$ cat config.mk
export PLATFORM = sky130hd
export DESIGN_NAME = ieu_arbiter
export DESIGN_NICKNAME = d
export VERILOG_FILES = /design/src/rtl/ieu_arbiter.sv
export SDC_FILE = /design/constraint.sdc
export NUM_CORES = 1
export LEC_CHECK = 0
export BUFFER_PORTS_ARGS = -buffer_cell sky130_fd_sc_hd__buf_2
export CAP_MARGIN = 40
export CELL_PAD_IN_SITES_DETAIL_PLACEMENT = 0
export CELL_PAD_IN_SITES_GLOBAL_PLACEMENT = 2
export CORE_ASPECT_RATIO = 1.75
export CORE_MARGIN = 5
export CORE_UTILIZATION = 32
export CTS_BUF_LIST = sky130_fd_sc_hd__clkbuf_4 sky130_fd_sc_hd__clkbuf_8
export CTS_CLUSTER_DIAMETER = 50
export DETAILED_ROUTE_END_ITERATION = 16
export MAX_ROUTING_LAYER = met4
export PLACE_DENSITY = 0.78
export SYNTH_ARGS = -nofsm -noshare
export SYNTH_HDL_FRONTEND = slang
export SYNTH_SLANG_ARGS = --single-unit
$ cat constraint.sdc
create_clock -name clk -period 2.5 [get_ports clk]
set_input_delay 0.5 -clock clk [delete_from_list [all_inputs] [get_ports clk]]
set_output_delay 0.5 -clock clk [all_outputs]
set_load 0.005 [all_outputs]
$ cat src/rtl/ieu_arbiter.sv
// Round-robin arbiter sharing one immediate-extension datapath between two requesters.
// Extended immediates are queued with their requester tag in a small in-order FIFO.
module ieu_arbiter #(
  parameter int IN_W  = 18,
  parameter int OUT_W = 32,
  parameter int DEPTH = 2
) (
  input  logic                     clk,
  input  logic                     rst,
  input  logic                     req0_valid,
  input  logic                     req0_u,
  input  logic [IN_W-1:0]          req0_imm,
  output logic                     req0_ready,
  input  logic                     req1_valid,
  input  logic                     req1_u,
  input  logic [IN_W-1:0]          req1_imm,
  output logic                     req1_ready,
  output logic                     out_valid,
  input  logic                     out_ready,
  output logic [OUT_W-1:0]         out_imm,
  output logic                     out_tag,
  output logic [$clog2(DEPTH):0]   fifo_count
);

  localparam int PW = $clog2(DEPTH);
  localparam int CW = PW + 1;

  logic [OUT_W-1:0] immMem [DEPTH];
  logic [DEPTH-1:0] tagMem;
  logic [PW-1:0]    rdPtr;
  logic [PW-1:0]    wrPtr;
  logic [CW-1:0]    count;
  logic             lastGrant;

  logic             grant0;
  logic             grant1;
  logic             space;
  logic             push;
  logic             pop;
  logic             selU;
  logic             selSign;
  logic [IN_W-1:0]  selImm;
  logic [OUT_W-1:0] extImm;

  assign out_valid = (count != '0);
  assign pop       = out_valid && out_ready;
  // A same-cycle pop frees the slot, so a full FIFO can still accept a push.
  assign space     = (count < CW'(DEPTH)) || pop;

  assign grant0     = req0_valid && (!req1_valid || lastGrant);
  assign grant1     = req1_valid && (!req0_valid || !lastGrant);
  assign req0_ready = grant0 && space;
  assign req1_ready = grant1 && space;
  assign push       = (req0_valid && req0_ready) || (req1_valid && req1_ready);

  assign selImm  = grant1 ? req1_imm : req0_imm;
  assign selU    = grant1 ? req1_u : req0_u;
  assign selSign = selU ? 1'b0 : selImm[IN_W-1];
  assign extImm  = {{(OUT_W-IN_W){selSign}}, selImm};

  // Head is forced to zero when empty so stale storage never leaks out.
  assign out_imm    = out_valid ? immMem[rdPtr] : '0;
  assign out_tag    = out_valid ? tagMem[rdPtr] : 1'b0;
  assign fifo_count = count;

  always_ff @(posedge clk or posedge rst) begin
    if (rst) begin
      rdPtr     <= '0;
      wrPtr     <= '0;
      count     <= '0;
      lastGrant <= 1'b1;
    end else begin
      if (push) begin
        wrPtr     <= wrPtr + PW'(1);
        lastGrant <= grant1;
      end
      if (pop) begin
        rdPtr <= rdPtr + PW'(1);
      end
      case ({push, pop})
        2'b10:   count <= count + CW'(1);
        2'b01:   count <= count - CW'(1);
        default: count <= count;
      endcase
    end
  end

  // Storage needs no reset; occupancy alone decides what is visible.
  always_ff @(posedge clk) begin
    if (push) begin
      immMem[wrPtr] <= extImm;
      tagMem[wrPtr] <= grant1;
    end
  end

endmodule

==> results by stage, run 1 <==
Detailed routing:
- The routed design has 4390 um of wire.
- For this block, the initial DRC count from the detailed router was 26.
- For this run, design rule violations remaining after detail routing come to 0.
- The total number of vias is between 1000 and 1500.
- Before antenna repair, the detailed router went through 4 iterations.
- In the final routed layout, each cell accounts on average for 14.3 um.
- Dividing the detail-routed via count by the number of cells gives roughly 4.4.
- Once detail routing completed, the nets flagged for antenna violations numbered 0.

Critical path:
- The endpoint kind of the worst setup timing path is an output pin.
- For the worst setup path, the data required time is ~2000 ps.
- For the worst flop-to-flop path, the logic depth is 5.
- For flop-to-flop paths, the worst setup slack is about 900 ps.
- The worst setup path category is register to output pin.
- The largest fanout of any net on the critical path is 14.
- The startpoint class of the critical path is a register.
- The signal arrival time at the worst endpoint is roughly 1500 ps.
- The launch instance of the worst register-to-register path is fifo_count[1].
- The critical register-to-register path endpoint is fifo_count[1].

Timing:
- In the final timing run, aggregate negative setup slack is 0 ps.
- The number of hold violations in the final report came to 0.
- The final count of pins violating max slew is 0.
- The setup skew after layout is about 2.9 ps.
- Dividing the final minimum period by the clock period gives 0.799.
- For the pin with the worst max-slew slack, the measured transition is about 590 ps.
- Setup repair after global routing left no endpoint under its margin.
- The number of setup violations in the final report is 0.
- The relative slew slack is 0.608.
- The clock period minus worst slack is around 2000 ps.
- The worst hold margin is between 90 and 100 ps.
- Static timing analysis puts the maximum clock frequency at 500 MHz.
- Setup slack on the critical path of the routed design comes to 502 ps.

CTS:
- The number of setup buffers added after CTS is 0.
- The CTS clock-pin slew for the worst setup and hold paths is about 80 ps.
- The tree built by TritonCTS fans out to 45 sinks.
- The clock reaches the later pin of the worst-skew pair after about 280 ps.
- Buffers inserted to repair hold after CTS numbered 0.
- TritonCTS built the clock tree.
- The H-tree depth is 2.
- The total CTS buffers is 5.
- The clock passes through at most 2 buffers.
- The root buffer cell is sky130_fd_sc_hd__clkbuf_8.
- The post-cts repair resize count is 0.

Global route:
- For this run, global-route usage on met1 was measured as 0.0924.
- Entering global routing, the biggest net connects 17 pins.
- The via count of the first global-routing pass is between 1500 and 2000.
- The met3 global-route usage is 0.0240.
- For this run, global-route usage on met2 was measured as 0.223.
- In the global route stage, overall resource usage came out at 0.111.
- The layer with the highest usage after global routing is met2.
- The first global-routing pass estimated ~7000 um of wire.
- The number of antenna violations at the first check in global routing is 0.
- For this run the aggregate overflow at the end of global routing stands at 0.

Power and ir drop:
- The clock network power share is 0.142.
- The cell-internal power is 1.92 mW.
- The worst-case IR drop observed on VDD is between 0.5 and 0.6 mV.
- Summed over all cells, the static leakage comes to about 1.2 nW.
- Dividing total power by cell area gives a power density of roughly 1100 nW/um^2.
- The total net switching power is around 0.99 mW.
- The switching part of the total is 0.340.
- The power after layout is roughly 3 mW.
- The share of total power dissipated in combinational logic is 0.442.
- The share of total power dissipated in sequential elements is 0.416.

Cells and area:
- The final-stage net count is 268.
- The layout overhead on the synthesized area is 25.3%.
- The count of inserted antenna diode cells is 0.
- The final core area utilization is 0.407.
- The fraction of final layout cells with drive strength greater than 1 is 0.524.
- Once layout is done, the placed cells without fillers occupy 2640 um^2.
- The non-filler instance count after layout is 307.

Logic synthesis:
- The count of state elements after synthesis is 45.
- After synthesis, the cell types taking the most area are sky130_fd_sc_hd__edfxtp_1 57%, sky130_fd_sc_hd__mux2_2 9.6%, sky130_fd_sc_hd__mux2i_1 9.5%.
- After synthesis the cells add up to roughly 2100 um^2.
- The number of nets handed over by synthesis was between 150 and 200.
- The mean instance size in the synthesized netlist is between 10 and 15 um^2.
- Sorting the synthesized cells by how often they occur yields 40 x sky130_fd_sc_hd__edfxtp_1, 25 x sky130_fd_sc_hd__nor2_1, 20 x sky130_fd_sc_hd__mux2i_1, 18 x sky130_fd_sc_hd__mux2_2, 17 x sky130_fd_sc_hd__buf_4.
- The dominant synthesized flop cell is sky130_fd_sc_hd__edfxtp_1.
- In the synthesized netlist the async set-or-reset flop fraction comes to 0.111.
- The count of flip-flops with a built-in enable after synthesis is 40.
- Yosys instantiated no cell more often than sky130_fd_sc_hd__edfxtp_1.
- The Yosys step of the flow raised 0 warnings.
- The share of synthesized area in the top cell type comes to 0.570.
- The count of different cell masters after synthesis is 22.
- The cell count after synthesis came out at around 150.
- The synthesized design spends more area on one cell type than any other, namely sky130_fd_sc_hd__edfxtp_1.
- The sequential element share of the synthesized area is 0.630.

Run status:
- The run finished with clean final reports.

Worst hold path:
- The type of the most critical hold path is input pin to async pin.

Placement:
- The number of cells in the design after placement is roughly 300.
- Routability-driven placement finished with a final weighted congestion of ~0.70.
- Once placement finished, the instance area stood at 2560 um^2.
- Input and output buffers added on the ports amount to 80.
- Prior to clock tree synthesis, the placed netlist has a worst setup slack of approximately 600 ps.
- The wire-length estimate of the detail-placed layout is 3490 um.

Floorplan:
- The floorplan has 39 rows.
- The floorplan die width is ~70 um.
- The floorplan die height is roughly 120 um.
- The area inside the core boundary is 6490 um^2.
- The starting density of the core is 0.325.
- The die covers 8370 um^2.
- The number of top-level design ports is 81.

Job:
- The max-cap violation count is 0.
worst max-delay path by stage:
stage	slack (ps)	endpoint	depth (start not counted)	start
6_report	500	out_imm[26]	3	fifo_count[0]
5_1_grt	300	out_imm[31]	3	fifo_count[0]
4_1_cts	450	out_imm[19]	3	fifo_count[0]
3_5_place_dp	610	immMem[1][15]	4	req0_valid
3_3_place_gp	650	immMem[0][13]	4	req0_valid
2_1_floorplan	430	immMem[1][0]	3	out_ready
worst max-delay path: stages, from the launching register on:
cell                      delay [ps]
sky130_fd_sc_hd__dfrtp_1         440
sky130_fd_sc_hd__nor2_2           80
sky130_fd_sc_hd__nor2_1          470
sky130_fd_sc_hd__buf_2           220
cells in the final DEF, fill, tap and decap left out, types with 2 or more instances in the layout:
cell and n:
sky130_fd_sc_hd__xor2_1 2, sky130_fd_sc_hd__clkinv_1 2, sky130_fd_sc_hd__nand2b_1 2, sky130_fd_sc_hd__inv_1 3
sky130_fd_sc_hd__buf_4 8, sky130_fd_sc_hd__dfrtp_1 4, sky130_fd_sc_hd__edfxtp_1 40, sky130_fd_sc_hd__xnor2_1 3
sky130_fd_sc_hd__buf_2 80, sky130_fd_sc_hd__mux2_2 18, sky130_fd_sc_hd__nor2_2 3, sky130_fd_sc_hd__nor2_1 22
sky130_fd_sc_hd__mux2i_1 20, sky130_fd_sc_hd__clkbuf_8 5
registers in the layout, indices dropped and copies added, names as in the netlist:
| name | cells |
|---|---|
| fifo_count | 2 |
| rdPtr | 1 |
| wrPtr | 1 |
| immMem | 38 |
| tagMem | 2 |
| lastGrant | 1 |
power groups by stage:
stage / Sequential (mW) / Combinational [mW] / Clock (mW)
5_1_grt: 1.24 / 1.44 / 0.455
3_3_place_gp: 1.22 / 1.33 / 0
3_5_place_dp: 1.23 / 1.34 / 0
2_1_floorplan: 1.21 / 0.897 / 0
6_report: 1.21 / 1.29 / 0.415
4_1_cts: 1.22 / 1.34 / 0.431
metal layers:
layer / vias to the layer above / part of all wire / routed length [um]
li1: 661 / - / -
met1: 639 / 0.32 / 1400
met2: 51 / 0.60 / 2650
met3: 4 / 0.064 / 282
met4: 0 / 0.012 / 51
met5: - / 0 / 0
cell families after synthesis:
kind of cell,after synthesis,share of synthesized area
compound gates,5,0.0190
xor+xnor,5,0.0208
fa+ha+maj,1,0.00594
buf+inv,23,0.0713
flops,45,0.630
mux,38,0.191
simple gates,31,0.0618
area by class of cell:
| class | count | area [um^2] |
|---|---|---|
| clock inverter | 3 | 12.5 |
| clock buffer | 5 | 68.8 |
| sequential | 45 | 1330 |
| inverter | 3 | 11.3 |
| tap | 82 | 103 |
| timing repair buffer | 89 | 480 |
| multi-input combinational | 80 | 637 |
| fill | 619 | 3850 |
No activity file was read; power rests on OpenSTA's default activity.
==> inputs of run 2 (changes only) <==
--- a/config.mk
+++ b/config.mk
@@ -5,18 +5,19 @@
 export SDC_FILE = /design/constraint.sdc
 export NUM_CORES = 1
 export LEC_CHECK = 0
+export ABC_AREA = 1
 export BUFFER_PORTS_ARGS = -buffer_cell sky130_fd_sc_hd__buf_2
 export CAP_MARGIN = 40
 export CELL_PAD_IN_SITES_DETAIL_PLACEMENT = 0
 export CELL_PAD_IN_SITES_GLOBAL_PLACEMENT = 2
 export CORE_ASPECT_RATIO = 1.75
 export CORE_MARGIN = 5
-export CORE_UTILIZATION = 32
+export CORE_UTILIZATION = 26
 export CTS_BUF_LIST = sky130_fd_sc_hd__clkbuf_4 sky130_fd_sc_hd__clkbuf_8
 export CTS_CLUSTER_DIAMETER = 50
 export DETAILED_ROUTE_END_ITERATION = 16
 export MAX_ROUTING_LAYER = met4
-export PLACE_DENSITY = 0.78
+export PLACE_DENSITY = 0.73
 export SYNTH_ARGS = -nofsm -noshare
 export SYNTH_HDL_FRONTEND = slang
 export SYNTH_SLANG_ARGS = --single-unit
==> constraint.sdc (replaced) <==
create_clock -name clk -period 1.8 [get_ports clk]
set_input_delay 0.36 -clock clk [delete_from_list [all_inputs] [get_ports clk]]
set_output_delay 0.36 -clock clk [all_outputs]
set_load 0.005 [all_outputs]
==> run 2 against run 1 <==
Against the previous run:
- sequential share of layout area shrank 3.1 points
- first-iteration DRC count grew to 2.7 times the previous value
- final area increased by 6.6%
- flip-flop and latch count stayed put
- cell count increased by 26%
- hold slack improved by 270 ps
- clock skew rose by 2.3 ps
- wire length rose by 15%
- count of clock-buffer cells in the layout is 2 higher
- worst setup slack got worse by 410 ps
- non-clock buffer count grew 7
- largest power group unchanged
- highest routed layer unchanged
==> results by stage, run 2 <==
Global route:
- The via count of the first global-routing pass was 1590 (was 1519).
- The total grt overflow came to 0 (unchanged).
- The number of antenna violations at the first check in global routing is 0 (unchanged).
- The pin count of the biggest net entering global routing is 21 (was 17).
- The total global-route track usage came to 0.106 (was 0.111).
- The wire length of the first global-routing pass is 7800 um (was 6980 um).

Logic synthesis:
- Top cells by count, synth: 103 x sky130_fd_sc_hd__nand2_1, 40 x sky130_fd_sc_hd__edfxtp_1, 21 x sky130_fd_sc_hd__a21oi_1, 13 x sky130_fd_sc_hd__buf_4, 12 x sky130_fd_sc_hd__inv_1 (was 40 x sky130_fd_sc_hd__edfxtp_1, 25 x sky130_fd_sc_hd__nor2_1, 20 x sky130_fd_sc_hd__mux2i_1, 18 x sky130_fd_sc_hd__mux2_2, 17 x sky130_fd_sc_hd__buf_4).
- The number of warnings printed during yosys synthesis is 0 (unchanged).
- The cell area after technology mapping was 2120 um^2 (was 2110 um^2).
- The post-synthesis share of cell area spent on and, or, nand and nor gates is 0.189 (was 0.0618).
- The dominant combinational cell family by area after synthesis is simple AND/OR/NAND/NOR gates (was multiplexers).
- The most numerous cell in the Yosys netlist was sky130_fd_sc_hd__nand2_1 (was sky130_fd_sc_hd__edfxtp_1).
- The dominant synthesized flop cell is sky130_fd_sc_hd__edfxtp_1 (unchanged).
- The fraction of the mapped netlist area in compound gates came to 0.0716 (was 0.0190).
- The async set-or-reset flop fraction in the synthesized netlist is 0.111 (unchanged).
- The count of different cell masters after synthesis came to 20 (was 22).
- The area fraction of the dominant cell type after synthesis came to 0.568 (was 0.570).
- The mean instance size in the synthesized netlist is 9.75 um^2 (was 14.2 um^2).
- Ranking of synthesized cells by area: sky130_fd_sc_hd__edfxtp_1 57%, sky130_fd_sc_hd__nand2_1 18%, sky130_fd_sc_hd__a21oi_1 5.0% (was sky130_fd_sc_hd__edfxtp_1 57%, sky130_fd_sc_hd__mux2_2 9.6%, sky130_fd_sc_hd__mux2i_1 9.5%).
- The synthesized net count is 261 (was 192).
- The portion of netlist area occupied by mux cells is 0 (was 0.191).
- The fraction of the mapped netlist area in adder cells is 0.00591 (was 0.00594).
- The count of state elements after synthesis is 45 (unchanged).
- The sequential element share of the synthesized area is 0.627 (was 0.630).
- The count of flip-flops with a built-in enable after synthesis is 40 (unchanged).
- The cell taking the most area after synthesis is sky130_fd_sc_hd__edfxtp_1 (unchanged).
- The parity-gate share of the synthesized area counting xor and xnor cells is 0.0124 (was 0.0208).
- The post-synthesis instance total is 217 (was 148).

CTS:
- The total clock sinks is 45 (unchanged).
- The source-to-sink clock delay at the later pin of the worst-skew pair is 290 ps (was 280 ps).
- The total CTS buffers is 5 (unchanged).
- The CTS clock-pin slew for the worst setup and hold paths is 70 ps (was 80 ps).
- The H-tree depth is 2 (unchanged).
- The CTS tree is yes (unchanged).
- The root buffer cell is sky130_fd_sc_hd__clkbuf_8 (unchanged).
- The maximum number of buffers from clock root to sink is 2 (unchanged).

Cells and area:
- Top library cells by usage in the layout, fill and taps aside: 100 x sky130_fd_sc_hd__nand2_1, 80 x sky130_fd_sc_hd__buf_2, 40 x sky130_fd_sc_hd__edfxtp_1, 11 x sky130_fd_sc_hd__inv_1, 11 x sky130_fd_sc_hd__a21oi_1 (was 80 x sky130_fd_sc_hd__buf_2, 40 x sky130_fd_sc_hd__edfxtp_1, 22 x sky130_fd_sc_hd__nor2_1, 20 x sky130_fd_sc_hd__mux2i_1, 18 x sky130_fd_sc_hd__mux2_2).
- The count of inserted antenna diode cells was 0 (unchanged).
- The fraction of final layout cells with drive strength greater than 1 is 0.416 (was 0.524).
- The most common library cell in the layout ignoring fill and taps is sky130_fd_sc_hd__nand2_1 (was sky130_fd_sc_hd__buf_2).
- The final-stage net count is 341 (was 268).
- The layout overhead on the synthesized area is 33.0% (was 25.3%).
- The flip-flop count of the largest register, all copies and words added came to 38 (unchanged).
- The most flop-heavy register is immMem (unchanged).

Floorplan:
- The area enclosed by the die boundary is 10100 um^2 (was 8370 um^2).
- The area inside the core boundary is 7960 um^2 (was 6490 um^2).
- The floorplan die width is 78.2 um (was 71.3 um).
- The number of top-level design ports is 81 (unchanged).
- The row count is 43 (was 39).
- The floorplan die height is 129 um (was 117 um).
- The starting density of the core is 0.266 (was 0.325).

Placement:
- The global placement routability congestion is 0.698 (was 0.701).
- The estimated wirelength of the detail-placed design came to 3790 um (was 3490 um).
- The port buffer count is 80 (unchanged).

Critical path:
- By instance count, the cell type seen most on the critical path is sky130_fd_sc_hd__nand2_2.
- The worst setup path category was register to output pin (unchanged).
- The critical register-to-register path endpoint is fifo_count[1] (unchanged).
- The slowest cell on the critical path is sky130_fd_sc_hd__dfrtp_1 (was sky130_fd_sc_hd__nor2_1).
- The count of cell instances traversed by the critical path is 6 (was 3).
- Worst-path cell chain: inv_1 > nand2_2 > nand2_2 > nand2_2 > and3_1 > buf_2 (was nor2_2 > nor2_1 > buf_2).
- The endpoint of the worst setup timing path is req0_ready (was out_imm[26]).
- The buffering stage count on the worst path with inverters included is 2 (was 1).
- The cell depth of the worst flop-to-flop path is 9 (was 5).
- The family with the most delay on the worst path is simple AND/OR/NAND/NOR gates (unchanged).
- The delay of the slowest cell on the worst path is 400 ps (was 470 ps).
- The signal arrival time at the worst endpoint is 1350 ps (was 1500 ps).
- The endpoint kind of the worst setup timing path was an output pin (unchanged).
- The internal reg-to-reg setup slack is 170 ps (was 900 ps).
- The start point of the critical path is fifo_count[1] (was fifo_count[0]).
- The startpoint class of the critical path is a register (unchanged).
- The largest fanout of any net on the critical path is 4 (was 14).
- The launch instance of the worst register-to-register path was fifo_count[1] (unchanged).
- The endpoint required time on the critical path is 1440 ps (was 2000 ps).

Timing:
- Static timing analysis puts the maximum clock frequency at slightly below 600 MHz.
- The slew at the pin closest to its max-slew limit is 240 ps (was 585 ps).
- The number of hold violations in the final report was 0 (unchanged).
- The final count of pins violating max slew is 0 (unchanged).
- The clock period minus worst slack is between 1500 and 2000 ps.
- The setup skew after layout is 5.14 ps (was 2.86 ps).
- The number of setup violations in the final report is 0 (unchanged).
- RSZ-0062 raised after global routing: yes (was no).
- The worst hold margin came to 365 ps (was 95.8 ps).
- In the finished design, the share of the clock period the worst path needs comes to 0.951.
- The setup TNS is 0 ps (unchanged).
- The relative slew slack was 0.840 (was 0.608).

Power and ir drop:
- The cell-internal power is 2.90 mW (was 1.92 mW).
- The total power divided by cell area is 1620 nW/um^2 (was 1100 nW/um^2).
- The sequential cell fraction of total power is 0.370 (was 0.416).
- The leakage power summed over all cells is 1.33 nW (was 1.17 nW).
- The clock network power share is 0.132 (was 0.142).
- The worst vdd rail ir drop came to 0.855 mV (was 0.552 mV).
- The switching part of the total is 0.364 (was 0.340).
- The total net switching power came to 1.66 mW (was 0.992 mW).
- The fraction of power consumed by combinational cells is 0.499 (was 0.442).

Detailed routing:
- The first-iteration detailed-routing DRC count is 71 (was 26).
- The routed via count divided by cell count is 4.24 (was 4.41).
- The per-cell routed wire length was 13.0 um (was 14.3 um).
- The total iterations of the first detailed-routing run is 4 (unchanged).
- The total detailed-routing wirelength was 5050 um (was 4390 um).
- The total DRC errors in the routed layout is 0 (unchanged).
- The total number of vias came to 1645 (was 1355).
- The number of nets with antenna violations after detailed routing was 0 (unchanged).

Job:
- The max-cap violation count is 0 (unchanged).

Worst hold path:
- Counting instances, the worst hold path has a depth of 3.
- The type of the most critical hold path is input pin to register (was input pin to async pin).

Run status:
- Status: finished, final reports clean (unchanged).
-- run 2: cell count changes in the layout (fill, tap and decap cells not counted), sizes merged, moves of 2 or more --
cell,before,now
a21oi,1,22
buf,89,95
clkbuf,5,7
clkinv,3,1
inv,3,13
mux2,18,0
mux2i,20,0
nand2,1,103
nand2b,2,0
nor2,25,2
xnor2,3,1
-- run 2: final cells by class --
cell class | instances | area (um^2)
clock inverter | 1 | 5.00
fill | 841 | 5150
multi-input combinational | 136 | 666
inverter | 13 | 51.3
timing repair buffer | 96 | 568
clock buffer | 7 | 83.8
tap | 90 | 113
sequential | 45 | 1330
-- run 2: cells by family after synthesis --
family / after synthesis
DFF: 45
adders and majority gates: 1
buffers and inverters: 36
xor gates and xnor gates: 3
and+or+nand+nor: 106
AOI/OAI and AO/OA: 26
-- run 2: what timing repair did --
action / CTS / global route
resized for setup: 8 / 11
hold buffers: 1 / 0
setup buffers: 2 / 2
gates cloned: 0 / 0
endpoints found under the setup margin: 24 / 36
hold endpoints to repair: 4 / 0
-- run 2: worst min-delay path, stage by stage --
cell	delay, ps
sky130_fd_sc_hd__buf_2	80
sky130_fd_sc_hd__nand2_1	40
sky130_fd_sc_hd__nand2_1	60
-- run 2: worst min path at each step --
stage                            start            end  slack (ps)
after floorplan                    rst  fifo_count[0]         140
after global placement             rst  fifo_count[0]         280
after detailed placement           rst          wrPtr         280
after CTS                 req0_imm[13]  immMem[0][13]         360
after global routing       req0_imm[2]   immMem[0][2]         360
final                      req0_imm[3]   immMem[0][3]         370
-- run 2: power groups by stage --
stage | Combinational (mW) | Sequential, mW | Clock [mW]
floorplan | 1.28 | 1.70 | 0
global placement | 2.06 | 1.71 | 0
detailed placement | 2.06 | 1.72 | 0
CTS | 2.25 | 1.69 | 0.626
global route | 2.55 | 1.72 | 0.669
finish | 2.27 | 1.69 | 0.600
-- run 2: per-stage QoR --
| stage | setup WS [ps] | total power [mW] | area [um^2] | cells | utilization |
|---|---|---|---|---|---|
| 6_report | 87.4 | 4.56 | 2810 | 388 | 0.353 |
| 5_1_grt | -12.0 | 4.94 | 2810 | 388 | 0.353 |
| 4_1_cts | -25.0 | 4.57 | 2750 | 386 | 0.346 |
| 3_5_place_dp | 11.6 | 3.78 | 2590 | 375 | 0.326 |
| 3_3_place_gp | 120 | 3.78 | 2590 | 375 | 0.326 |
| 2_1_floorplan | 18.3 | 2.98 | 2120 | 217 | - |
-- run 2: layer usage --
metal	share of wire	GRT usage
met4	0.021	0.0525
met2	0.57	0.194
met5	0	-
met1	0.37	0.110
met3	0.039	0.0167
==> inputs of run 3 (changes only) <==
==> config.mk (replaced) <==
export PLATFORM = sky130hd
export DESIGN_NAME = ieu_arbiter
export DESIGN_NICKNAME = d
export VERILOG_FILES = /design/src/rtl/ieu_arbiter.sv
export SDC_FILE = /design/constraint.sdc
export NUM_CORES = 1
export LEC_CHECK = 0
export ABC_AREA = 1
export BUFFER_PORTS_ARGS = -buffer_cell sky130_fd_sc_hd__buf_4
export CAP_MARGIN = 40
export CELL_PAD_IN_SITES_DETAIL_PLACEMENT = 0
export CELL_PAD_IN_SITES_GLOBAL_PLACEMENT = 1
export CORE_ASPECT_RATIO = 1.75
export CORE_MARGIN = 5
export CORE_UTILIZATION = 33
export CTS_BUF_LIST = sky130_fd_sc_hd__clkbuf_4 sky130_fd_sc_hd__clkbuf_8
export CTS_CLUSTER_DIAMETER = 50
export DETAILED_ROUTE_END_ITERATION = 16
export MAX_ROUTING_LAYER = met4
export PLACE_DENSITY = 0.74
export SYNTH_ARGS = -nofsm -noshare
export SYNTH_HDL_FRONTEND = slang
export SYNTH_SLANG_ARGS = --single-unit
==> run 3 against run 2 <==
Against the previous run:
- the flow now finishes with violations (setup timing)
- critical path depth is the same
- cell count shrank 1.3%
- total power grew 20%
- register-to-register slack lost 50 ps
- clock power grew 25%
- worst setup slack lost 100 ps
- global-route usage grew 2.0 points
- first-iteration DRC count shrank 49%
- sequential share of layout area shrank 5.7 points
- wire length grew 1.7%
- die area shrank 19%
- critical path type unchanged
- critical endpoint is now out_imm[20]
==> results by stage, run 3 (synthesis gave the netlist of run 2 again) <==
Run status:
- Status: complete, but fails checks (was finished, final reports clean).
- The checks that failed: setup timing.

Cells and area:
- The layout overhead on the synthesized area is 51.2% (was 33.0%).
- The flip-flop count of the largest register, all copies and words added is 38 (unchanged).
- The fraction of final layout cells with drive strength greater than 1 is 0.455 (was 0.416).
- The count of inserted antenna diode cells is 0 (unchanged).
- The final cell area excluding filler cells is 3200 um^2 (was 2810 um^2).
- The most flop-heavy register is immMem (unchanged).
- Top library cells by usage in the layout, fill and taps aside: 101 x sky130_fd_sc_hd__nand2_1, 82 x sky130_fd_sc_hd__buf_4, 40 x sky130_fd_sc_hd__edfxtp_1, 13 x sky130_fd_sc_hd__buf_6 (was 100 x sky130_fd_sc_hd__nand2_1, 80 x sky130_fd_sc_hd__buf_2, 40 x sky130_fd_sc_hd__edfxtp_1, 11 x sky130_fd_sc_hd__inv_1, 11 x sky130_fd_sc_hd__a21oi_1).
- The most common library cell in the layout ignoring fill and taps is sky130_fd_sc_hd__nand2_1 (unchanged).
- The final-stage net count was 346 (was 341).

Placement:
- The port buffer count is 80 (unchanged).
- The estimated wirelength of the detail-placed design was 3540 um (was 3790 um).
- The placed standard-cell area is 2790 um^2 (was 2590 um^2).
- The global placement routability congestion is 0.754 (was 0.698).

Timing:
- The number of setup violations in the final report came to 11 (was 0).
- The slew at the pin closest to its max-slew limit is 282 ps (was 240 ps).
- The clock period minus worst slack came to 1810 ps (was 1710 ps).
- The setup skew after layout came to 5.53 ps (was 5.14 ps).
- The setup TNS is -79.8 ps (was 0 ps).
- RSZ-0062 raised after global routing: yes (unchanged).
- The final count of pins violating max slew was 0 (unchanged).
- The relative slew slack is 0.812 (was 0.840).
- The achievable frequency was 551 MHz (was 584 MHz).
- The worst hold margin was 351 ps (was 365 ps).
- The minimum setup slack in the final design came to -13.4 ps (was 87.4 ps).
- The number of hold violations in the final report is 0 (unchanged).
- The final clock period utilization by the worst path came to 1.01 (was 0.951).

Detailed routing:
- The total detailed-routing wirelength was 5140 um (was 5050 um).
- The total iterations of the first detailed-routing run is 4 (unchanged).
- The total number of vias is 1702 (was 1645).
- The first-iteration detailed-routing DRC count came to 36 (was 71).
- The number of nets with antenna violations after detailed routing came to 0 (unchanged).
- The per-cell routed wire length is 13.4 um (was 13.0 um).
- The routed via count divided by cell count was 4.44 (was 4.24).
- The total DRC errors in the routed layout came to 0 (unchanged).

Global route:
- The total global-route track usage came to 0.126 (was 0.106).
- The wire length of the first global-routing pass came to 7680 um (was 7800 um).
- The pin count of the biggest net entering global routing is 21 (unchanged).
- The number of antenna violations at the first check in global routing is 0 (unchanged).
- The total grt overflow is 0 (unchanged).
- The via count of the first global-routing pass is 1644 (was 1590).

CTS:
- The root buffer cell is sky130_fd_sc_hd__clkbuf_8 (unchanged).
- The total CTS buffers is 5 (unchanged).
- The maximum number of buffers from clock root to sink came to 2 (unchanged).
- The H-tree depth is 2 (unchanged).
- The source-to-sink clock delay at the later pin of the worst-skew pair is 290 ps (about the same).
- The CTS tree is yes (unchanged).
- The CTS clock-pin slew for the worst setup and hold paths was 80 ps (was 70 ps).
- The total clock sinks is 45 (unchanged).

Floorplan:
- The area inside the core boundary was 6230 um^2 (was 7960 um^2).
- The row count is 38 (was 43).
- The starting density of the core is 0.340 (was 0.266).
- The area enclosed by the die boundary came to 8180 um^2 (was 10100 um^2).
- The number of top-level design ports came to 81 (unchanged).
- The floorplan die height is 116 um (was 129 um).
- The floorplan die width is 70.5 um (was 78.2 um).

Job:
- The max-cap violation count is 0 (unchanged).

Critical path:
- The signal arrival time at the worst endpoint is 1450 ps (was 1350 ps).
- The family with the most delay on the worst path is buffers and inverters (was simple AND/OR/NAND/NOR gates).
- The buffering stage count on the worst path with inverters included was 4 (was 2).
- The worst setup path category is register to output pin (unchanged).
- The slowest cell on the critical path is sky130_fd_sc_hd__dfrtp_1 (unchanged).
- The delay of the slowest cell on the worst path is 370 ps (was 400 ps).
- The startpoint class of the critical path is a register (unchanged).
- The endpoint required time on the critical path was 1440 ps (about the same).
- The launch instance of the worst register-to-register path is lastGrant (was fifo_count[1]).
- The largest fanout of any net on the critical path is 7 (was 4).
- The endpoint kind of the worst setup timing path is an output pin (unchanged).
- Worst-path cell chain: inv_2 > nand2_4 > clkinvlp_4 > a21oi_4 > buf_6 > buf_4 (was inv_1 > nand2_2 > nand2_2 > nand2_2 > and3_1 > buf_2).
- The start point of the critical path is fifo_count[1] (unchanged).

Power and ir drop:
- The worst vdd rail ir drop is 0.803 mV (was 0.855 mV).
- The leakage power summed over all cells is 1.44 nW (was 1.33 nW).
- The power after layout is 5.46 mW (was 4.56 mW).
- The total power divided by cell area is 1710 nW/um^2 (was 1620 nW/um^2).

Worst hold path:
- The type of the most critical hold path is input pin to register (unchanged).
- The hold path startpoint was req0_imm[1] (was req0_imm[3]).
## run 3: cell count changes in the layout (fill, tap and decap cells not counted), moves of 3 or more
| cell | delta |
|---|---|
| sky130_fd_sc_hd__a21oi_1 | -7 |
| sky130_fd_sc_hd__buf_4 | +72 |
| sky130_fd_sc_hd__buf_2 | -80 |
| sky130_fd_sc_hd__inv_1 | -3 |
| sky130_fd_sc_hd__a21oi_4 | +7 |
| sky130_fd_sc_hd__buf_6 | +11 |
## run 3: timing repair
| item | in CTS | in global routing |
|---|---|---|
| pin swaps | 1 | 1 |
| endpoints found under the hold margin | 4 | 0 |
| setup endpoints to repair | 35 | 36 |
| gates resized for setup | 30 | 21 |
| hold buffers | 1 | 0 |
| setup buffers | 5 | 2 |
| gates cloned | 1 | 0 |
## run 3: final cells by class
cell class	count	area [um^2]
flip-flops and latches	45	1330
repair buffers	101	862
inverters	13	55.1
clock inverters	3	46.3
multi-input cells	136	739
fillers	584	3030
well taps	80	100
clock buffers	5	68.8
## run 3: metrics by stage
step	setup slack, ps	instances	utilization
5_1_grt	-136	383	0.514
6_report	-13.4	383	0.514
4_1_cts	-26.3	381	0.495
2_1_floorplan	18.3	217	-
3_5_place_dp	34.2	366	0.448
3_3_place_gp	66.4	366	0.448
## run 3: tightest hold or removal path: cells and delay by family
family	cells	cell delay [ps]
AND/OR/NAND/NOR	2	100
buffers and inverters	1	80
## run 3: path summary, 6_finish.rpt
check / to / slack, ps / cells after the start
min reg2reg: lastGrant / 490 / 2
max in group asynchronous: lastGrant / 1040 / 3
min in group asynchronous: fifo_count[0] / 520 / 3
min: immMem[0][1] / 350 / 3
max: out_imm[20] / -10 / 6
max reg2reg: fifo_count[1] / 120 / 6
## run 3: where the power goes
group / leakage, nW / switching, mW / total (mW) / internal [mW]
registers: 0.435 / 0.102 / 1.69 / 1.59
clock network: 0.0543 / 0.332 / 0.747 / 0.415
logic: 0.948 / 1.47 / 3.03 / 1.56
total: 1.44 / 1.90 / 5.46 / 3.56
## run 3: metal layers
layer | vias up | wire length [um] | GRT usage
met5 | - | 0 | -
met4 | 0 | 25 | 0.0452
met3 | 3 | 284 | 0.0313
met2 | 45 | 3070 | 0.238
met1 | 795 | 1760 | 0.124
li1 | 859 | - | -
